$ cat src/rtl/boxhead_pkg.sv
// boxhead_pkg: shared screen geometry, draw-command record and blitter FSM states.
package boxhead_pkg;
    localparam int SCREEN_W    = 640;
    localparam int SCREEN_H    = 480;
    localparam int PARK_X      = 1023;
    localparam int PARK_Y      = 511;
    localparam int SPRITE_ID_W = 6;

    typedef struct packed {
        logic [9:0]             x;
        logic [9:0]             y;
        logic [SPRITE_ID_W-1:0] id;
        logic [5:0]             w;
        logic [5:0]             h;
        logic                   flip;
    } blit_cmd_t;

    typedef enum logic [1:0] {IDLE, LOAD, SCAN, DRAIN} blit_state_e;
endpackage

$ cat src/rtl/blit_cmd_fifo.sv
// blit_cmd_fifo: synchronous FIFO of draw commands; flush empties it but keeps a same-cycle push.
import boxhead_pkg::*;

module blit_cmd_fifo #(
    parameter int DEPTH = 8
) (
    input  logic      sram_clk,
    input  logic      reset,
    input  logic      flush,
    input  logic      push,
    input  logic      pop,
    input  blit_cmd_t din,
    output blit_cmd_t dout,
    output logic      empty,
    output logic      full
);
    localparam int AW = $clog2(DEPTH);

    logic [AW-1:0] r_rd, r_wr;
    logic [AW:0]   r_cnt;
    blit_cmd_t     r_mem [DEPTH];

    assign dout  = r_mem[r_rd];
    assign empty = r_cnt == '0;
    assign full  = r_cnt == (AW+1)'(DEPTH);

    always_ff @(posedge sram_clk) begin
        if (reset) begin
            r_rd  <= '0;
            r_wr  <= '0;
            r_cnt <= '0;
        end else if (flush) begin
            r_rd  <= '0;
            r_wr  <= AW'(push);
            r_cnt <= (AW+1)'(push);
        end else begin
            r_rd  <= r_rd + AW'(pop);
            r_wr  <= r_wr + AW'(push);
            r_cnt <= r_cnt + (AW+1)'(push) - (AW+1)'(pop);
        end
    end

    always_ff @(posedge sram_clk)
        if (push) r_mem[flush ? '0 : r_wr] <= din;
endmodule

$ cat src/rtl/sprite_blitter.sv
// sprite_blitter: scans queued sprites out of ROM and presents opaque on-screen pixels to the SRAM controller.
// Define BLITTER_MIRROR_EN to honour cmd_flip (horizontal mirror of the ROM column).
import boxhead_pkg::*;

module sprite_blitter #(
    parameter int          CMD_DEPTH       = 8,
    parameter logic [15:0] TRANSPARENT_KEY = 16'hF81F
) (
    input  logic                    sram_clk,
    input  logic                    reset,
    input  logic                    frame_clk,
    input  logic                    cmd_valid,
    output logic                    cmd_ready,
    input  logic [9:0]              cmd_x,
    input  logic [9:0]              cmd_y,
    input  logic [SPRITE_ID_W-1:0]  cmd_id,
    input  logic [5:0]              cmd_w,
    input  logic [5:0]              cmd_h,
    input  logic                    cmd_flip,
    output logic [SPRITE_ID_W+9:0]  rom_addr,
    input  logic [15:0]             rom_data,
    input  logic                    slot_ack,
    output logic [9:0]              program_x,
    output logic [9:0]              program_y,
    output logic [15:0]             program_data,
    output logic                    busy,
    output logic                    frame_overrun
);
    blit_state_e            r_state, w_next;
    blit_cmd_t              r_cmd, w_head, w_cmd;
    logic                   r_frame_q, r_frame_start, r_overrun, r_pv, r_pend;
    logic [4:0]             r_row, r_col, w_rom_col;
    logic [10:0]            r_px, r_py;
    logic [SPRITE_ID_W+9:0] r_paddr, w_addr;
    logic                   w_push, w_pop, w_empty, w_full;
    logic                   w_last_col, w_last_row, w_opaque, w_stall, w_load, w_issue;

    assign w_cmd     = '{x: cmd_x, y: cmd_y, id: cmd_id, w: cmd_w, h: cmd_h, flip: cmd_flip};
    assign w_push    = cmd_valid & cmd_ready;
    assign cmd_ready = ~w_full | w_pop;

    blit_cmd_fifo #(.DEPTH(CMD_DEPTH)) u_fifo (
        .sram_clk (sram_clk),
        .reset    (reset),
        .flush    (r_frame_start),
        .push     (w_push),
        .pop      (w_pop),
        .din      (w_cmd),
        .dout     (w_head),
        .empty    (w_empty),
        .full     (w_full)
    );

`ifdef BLITTER_MIRROR_EN
    assign w_rom_col = r_cmd.flip ? 5'(r_cmd.w - 6'd1 - {1'b0, r_col}) : r_col;
`else
    logic w_unused_flip;
    assign w_unused_flip = r_cmd.flip;
    assign w_rom_col     = r_col;
`endif

    assign w_last_col = {1'b0, r_col} == r_cmd.w - 6'd1;
    assign w_last_row = {1'b0, r_row} == r_cmd.h - 6'd1;
    assign w_addr     = {r_cmd.id, r_row, w_rom_col};
    assign w_opaque   = r_pv && rom_data != TRANSPARENT_KEY && r_px < 11'(SCREEN_W) && r_py < 11'(SCREEN_H);
    assign w_stall    = w_opaque & r_pend & ~slot_ack;
    assign w_load     = w_opaque & ~w_stall;
    assign w_issue    = (r_state == SCAN) & ~w_stall;
    // While stalled, re-present the waiting pixel's address so rom_data stays on that pixel.
    assign rom_addr      = w_stall ? r_paddr : w_addr;
    assign busy          = ~w_empty | (r_state != IDLE) | r_pend;
    assign frame_overrun = r_overrun;

    always_ff @(posedge sram_clk) begin
        if (reset) r_state <= IDLE;
        else       r_state <= w_next;
    end

    always_comb begin
        w_next = r_state;
        w_pop  = 1'b0;
        case (r_state)
            IDLE:  w_next = w_empty ? IDLE : LOAD;
            LOAD: begin
                w_pop  = ~w_empty;
                w_next = (w_head.w == '0 || w_head.h == '0) ? IDLE : SCAN;
            end
            SCAN:  w_next = (w_issue && w_last_col && w_last_row) ? DRAIN : SCAN;
            DRAIN: w_next = w_stall ? DRAIN : IDLE;
        endcase
        if (r_frame_start) w_next = IDLE;
    end

    always_ff @(posedge sram_clk) begin
        if (reset) begin
            r_frame_q     <= 1'b0;
            r_frame_start <= 1'b0;
            r_overrun     <= 1'b0;
            r_cmd         <= '0;
            r_row         <= '0;
            r_col         <= '0;
            r_pv          <= 1'b0;
            r_px          <= '0;
            r_py          <= '0;
            r_paddr       <= '0;
            r_pend        <= 1'b0;
            program_x     <= 10'(PARK_X);
            program_y     <= 10'(PARK_Y);
            program_data  <= '0;
        end else begin
            r_frame_q     <= frame_clk;
            r_frame_start <= frame_clk & ~r_frame_q;
            r_overrun     <= r_frame_start & busy;
            if (w_pop) begin
                r_cmd <= w_head;
                r_row <= '0;
                r_col <= '0;
            end else if (w_issue && !(w_last_col && w_last_row)) begin
                r_col <= w_last_col ? 5'd0 : r_col + 5'd1;
                r_row <= w_last_col ? r_row + 5'd1 : r_row;
            end
            if (r_frame_start) begin
                r_pv <= 1'b0;
            end else if (!w_stall) begin
                r_pv    <= r_state == SCAN;
                r_px    <= {1'b0, r_cmd.x} + {6'd0, r_col};
                r_py    <= {1'b0, r_cmd.y} + {6'd0, r_row};
                r_paddr <= w_addr;
            end
            // A swap parks the output so a stale pixel never lands in the new hidden frame.
            if (r_frame_start) begin
                r_pend       <= 1'b0;
                program_x    <= 10'(PARK_X);
                program_y    <= 10'(PARK_Y);
                program_data <= '0;
            end else if (w_load) begin
                r_pend       <= 1'b1;
                program_x    <= r_px[9:0];
                program_y    <= r_py[9:0];
                program_data <= rom_data;
            end else if (slot_ack) begin
                r_pend <= 1'b0;
            end
        end
    end
endmodule

$ cat config.mk
export PLATFORM = sky130hd
export DESIGN_NAME = sprite_blitter
export DESIGN_NICKNAME = d
export VERILOG_FILES = /design/src/rtl/boxhead_pkg.sv /design/src/rtl/blit_cmd_fifo.sv /design/src/rtl/sprite_blitter.sv
export SDC_FILE = /design/constraint.sdc
export NUM_CORES = 1
export LEC_CHECK = 0
export CAP_MARGIN = 20
export CORE_MARGIN = 2
export CORE_UTILIZATION = 58
export DETAILED_ROUTE_END_ITERATION = 10
export MAX_ROUTING_LAYER = met4
export PLACE_DENSITY_LB_ADDON = 0.25
export SLEW_MARGIN = 5
export SYNTH_ARGS = -nofsm -noshare
export SYNTH_HDL_FRONTEND = slang
export SYNTH_HIERARCHICAL = 1
export SYNTH_SLANG_ARGS = --single-unit
$ cat constraint.sdc
create_clock -name sram_clk -period 8.95 [get_ports sram_clk]
set_clock_uncertainty 0.1 [all_clocks]
set_input_delay 1.3425 -clock sram_clk [delete_from_list [all_inputs] [get_ports sram_clk]]
set_output_delay 1.3425 -clock sram_clk [all_outputs]
set_load 0.1 [all_outputs]
==> out/qor.txt, run 1 <==
Clk sink count - 443
Crit share post-route - 66.23%
Layout Nets - 1,429
Clock latency at the later pin of the worst-skew pair - 540 ps
Setup TNS - 0 ps
Clock power share - 35.3%
Pwr Density - 239.1 mW/mm²
CP startpoint - rom_data[8]
Ant. Diodes - 0
Critical path cell sequence - clkdlybuf4s50_1, or4b_4, nor4_4, nor2_2, buf_8, mux2_2, clkdlybuf4s50_1
Die area - 0.03225 mm²
Setup crit end kind - output port
Post-Syn Area per Cell - 14.54 µm²
Unrepaired setup endpoints after global routing - no
Global-route wire length before repair - 56,550 µm
Final setup fails - 0
DRC - 0
CTS resizes - 0
GRT Total Usage - 22.86%
Initial antenna violation count - 0
I/O Buffers - 113
Internal Pwr Total - 3.642 mW
Crit-path slowest cell - clkdlybuf4s50_1
Clk root buf - clkbuf_16
Post-DP HPWL - 20,890 µm
Layout Cell Area excl Fill - 0.02083 mm²
Combinational power share - 16.8%
TritonCTS buffer count - 44
Post-CTS Hold Fix Bufs - 0
I/O pins - 115
Kind of start point of the critical path - primary input
Worst r2r src - u_fifo/r_cnt[2]
Vias in the first global route - 10,134
WL/cell - 20.11 µm
Die X - 179.6 µm
Dpl cells - 1,691
Most frequent CP cell - clkdlybuf4s50_1
Clock buffer depth - 3
GP Congestion - 0.8190
Routed Antenna Nets - 0
Mapped Area - 0.01788 mm²
Sequential group share of total power - 47.9%
Die H - 179.6 µm
Most common cell after layout, fill and taps aside - edfxtp_1
Largest net degree at the start of global routing - 53
Final-layout fill cell count - 2,070
Post-place setup slack - 2953 ps
# rows - 64
Lkg Pwr - 6.898 nW
Number of max-cap violations - 0
Final WL - 35,640 µm
Clock-pin slew on the worst setup and hold paths - 60 ps
Transition time at the pin with the least slew margin - 995.2 ps
Post-CTS Setup Repair Bufs - 0
Worst Path Required - 7510 ps
Initial Util - 58.62%
Layout cells sized above 1 - 17.30%
Reg2Reg Setup Slack - 5260 ps
DRT Pass-1 Iters - 5
Overall power - 4.979 mW
Max Fanout on Critical Path - 19
GRT overflow - 0
Most frequent cells in the layout - edfxtp_1 (304), nand2_1 (207), dfxtp_1 (136)
CP bufs+invs - 3
Core Region - 0.03051 mm²
DR vias - 10,281
YS warnings - 6
Worst setup path endpoint - rom_addr[15]
Fin. Hold Viols - 0
WHS - 285.7 ps
Mapped Nets - 1,317
Layout area overhead - 16.46%
Fin util - 68.26%
CP Depth - 7
DP Area - 0.01941 mm²
Post-layout min period - 5928 ps
Crit Reg-Reg Endpoint - u_fifo/r_mem[4][3]
Cell count of the worst reg-to-reg path - 10
Cells after synthesis - 1,230
Fmax - 0.1687 GHz
Crit-path leading delay family - buffers and inverters
Fin worst setup slack - 3022 ps
Via-to-Cell Ratio - 5.802
Final Non-Filler Cells - 1,772
Net Switching - 1.336 mW
CTS tree - built
Max H-tree Level - 2
Worst endpoint data arrival time - 4490 ps
Status - finished clean
Switch share - 26.84%
CP max stage delay - 1130 ps
DRT iter0 DRCs - 799
Slew HR - 33.44%
Final max-slew violation count - 0
CP Class - in -> out
Hold Crit Class - reg -> reg
VDD IR max - 162.1 µV
## worst register-to-register path: cells and delay by family (launching register included)
family                   cells  cell delay, ps
AND/OR/NAND/NOR              6            1780
flip-flops                   1             310
adder cells (fa/ha/maj)      1             200
buffers and inverters        3             910
## per-layer routing
metal / track usage (%) / share of wire, % / routed length, µm
met5: - / 0 / 0
met4: 6.179 / 2.3 / 804
met3: 3.444 / 5.5 / 1964
met2: 35.94 / 48 / 17060
met1: 31.66 / 44 / 15810
## state kept, by name, summed over array words and instances, names as in the netlist
register       cells
program_x         10
r_col              5
r_state            2
program_y         10
r_cmd             38
r_frame_q          1
u_fifo/r_rd        3
r_row              5
r_px              11
r_pv               1
r_paddr           16
r_py              11
frame_overrun      1
u_fifo/r_cnt       4
u_fifo/r_mem     304
u_fifo/r_wr        3
program_data      16
r_frame_start      1
r_pend             1
## how the worst min path moves through the flow
| stage | slack [ps] | startpoint | endpoint | depth (start not counted) |
|---|---|---|---|---|
| floorplan | 270 | r_frame_q | r_frame_start | 1 |
| global placement | 270 | r_frame_q | r_frame_start | 1 |
| detailed placement | 280 | r_frame_q | r_frame_start | 1 |
| CTS | 290 | r_frame_q | r_frame_start | 1 |
| global route | 300 | r_frame_q | r_frame_start | 1 |
| finish | 290 | r_frame_q | r_frame_start | 1 |
## power by group through the flow
stage | clock [mW] | sequential, mW | combinational [mW]
2_1_floorplan | 0 | 2.48 | 0.538
3_3_place_gp | 0 | 2.42 | 0.814
3_5_place_dp | 0 | 2.43 | 0.831
4_1_cts | 1.80 | 2.39 | 0.838
5_1_grt | 1.88 | 2.40 | 0.901
6_report | 1.76 | 2.39 | 0.835
## area by class of cell
class,instances,area [µm²],area share (%)
sequential,443,11920,57.24
multi-input combinational,695,5608,26.93
timing repair buffer,134,1311,6.296
clock buffer,59,1220,5.858
tap,396,495.5,2.379
clock inverter,21,181.4,0.8711
inverter,24,90.09,0.4326
Power figures use the tool's default switching activity.
==> run 2: changes to the inputs <==
Clock period 8.95 ns to 6 ns, I/O delays scaled along.
==> out/qor.txt, run 2 (synthesis results as in run 1) <==
Final setup fails - 0
Lkg Pwr - 6.961 nW
Critical path cell sequence - inv_1, ha_1, and3_1, or3b_2, buf_4, nand2_1, clkdlybuf4s50_1
Reg2Reg Setup Slack - 1900 ps
Fin util - 68.26%
Max Fanout on Critical Path - 41
DRT Pass-1 Iters - 5
# rows - 64
Clock latency at the later pin of the worst-skew pair - 550 ps
Most common cell after layout, fill and taps aside - edfxtp_1
Post-layout min period - 4342 ps
Post-DP HPWL - 21,630 µm
Crit-path leading delay family - buffers and inverters
Hold Path Sink - r_frame_start
TritonCTS buffer count - 44
Final WL - 35,780 µm
Fmax - 0.2303 GHz
Hold Crit Start - r_frame_q
Global-route wire length before repair - 56,910 µm
Crit share post-route - 72.36%
Most frequent cells in the layout - edfxtp_1 (304), nand2_1 (207), dfxtp_1 (136)
Clock buffer depth - 3
Vias in the first global route - 10,192
Routed Antenna Nets - 0
Post-CTS Setup Repair Bufs - 0
Layout cells sized above 1 - 18.80%
I/O Buffers - 113
Setup TNS - 0 ps
Slew HR - 33.11%
Clk root buf - clkbuf_16
Post-CTS Hold Fix Bufs - 0
GP Congestion - 0.8016
Clk sink count - 443
Max H-tree Level - 2
Number of max-cap violations - 0
CTS tree - built
Biggest regs - u_fifo/r_mem (304), r_cmd (38)
Largest net degree at the start of global routing - 52
Initial antenna violation count - 4
Hold Crit Class - reg -> reg
Die H - 179.6 µm
CP max stage delay - 1140 ps
I/O pins - 115
Worst r2r src - u_fifo/r_cnt[2]
Layout area overhead - 16.45%
Unrepaired setup endpoints after global routing - no
Pwr Density - 359.8 mW/mm²
Core Region - 0.03051 mm²
DRC - 0
Biggest register - u_fifo/r_mem
CP Depth - 7
CP Class - reg -> out
Hold depth - 1
Worst endpoint data arrival time - 3340 ps
WL/cell - 20.12 µm
Crit-path slowest cell - clkdlybuf4s50_1
Via-to-Cell Ratio - 5.791
Setup crit end kind - output port
Max reg flops - 304
Worst Path Required - 5000 ps
Initial Util - 58.62%
Final Non-Filler Cells - 1,778
DR vias - 10,296
Kind of start point of the critical path - register
Layout Nets - 1,430
Cell count of the worst reg-to-reg path - 10
CP bufs+invs - 3
Fin. Hold Viols - 0
Final max-slew violation count - 0
Crit Reg-Reg Endpoint - u_fifo/r_mem[4][32]
Die area - 0.03225 mm²
Transition time at the pin with the least slew margin - 1000 ps
CTS resizes - 0
Die X - 179.6 µm
VDD IR max - 254.3 µV
Dpl cells - 1,692
Overall power - 7.493 mW
GRT overflow - 0
DRT iter0 DRCs - 832
Status - finished clean
Final-layout fill cell count - 2,078
Clock-pin slew on the worst setup and hold paths - 60 ps
GRT Total Usage - 23.05%
==> run 2: cell count changes in the layout (fill, tap and decap cells not counted), sizes merged, moves of 2 or more <==
| cell | previous run | this run |
|---|---|---|
| buf | 22 | 39 |
| clkbuf | 59 | 57 |
| clkdlybuf4s50 | 112 | 96 |
| diode | 0 | 4 |
| inv | 24 | 26 |
==> run 2: through the flow <==
step	hold WS (ps)	instance area, µm²	setup slack [ps]
floorplan	267.4	17880	215.5
global placement	273.4	19350	1690
detailed placement	284.1	19360	1684
CTS	292.6	20790	1623
global route	299.2	20830	1519
finish	287.4	20830	1658
==> run 2: per-layer routing <==
| layer | vias up | global-route usage [%] | wire (µm) |
|---|---|---|---|
| li1 | 4837 | - | - |
| met1 | 5101 | 30.71 | 15280 |
| met2 | 311 | 37.30 | 17420 |
| met3 | 47 | 4.234 | 2449 |
| met4 | 0 | 5.496 | 631 |
| met5 | - | - | 0 |
==> run 2: how the worst max path moves through the flow <==
stage	startpoint	end	slack, ps
floorplan	u_fifo/r_cnt[2]	u_fifo/r_mem[2][10]	220
global placement	slot_ack	rom_addr[10]	1690
detailed placement	rom_data[7]	rom_addr[6]	1680
CTS	u_fifo/r_cnt[2]	cmd_ready	1620
global route	u_fifo/r_cnt[2]	cmd_ready	1520
finish	u_fifo/r_cnt[2]	cmd_ready	1660
==> run 2: power by group <==
part	switching, mW	internal [mW]
Combinational	0.761	0.453
Sequential	0.129	3.45
Clock	1.13	1.56
Total	2.02	5.47
==> run 2: worst reg2reg max path: stages (launching register included) <==
cell and delay (ps):
dfxtp_1 300, inv_1 70, ha_1 200, and3_1 210, or3b_2 460, buf_4 280, nand2_1 150, and2_1 280
or3b_2 590, nor2_4 660, buf_4 480
==> run 2: cell type report <==
type                       count  area [µm²]  area share, %
antenna                        4       10.01        0.04807
timing repair buffer         135        1275          6.122
clock buffer                  57        1211          5.816
tap                          396       495.5          2.379
inverter                      24       90.09         0.4326
clock inverter                24       215.2          1.033
sequential                   443       11920          57.24
multi-input combinational    695        5608          26.93
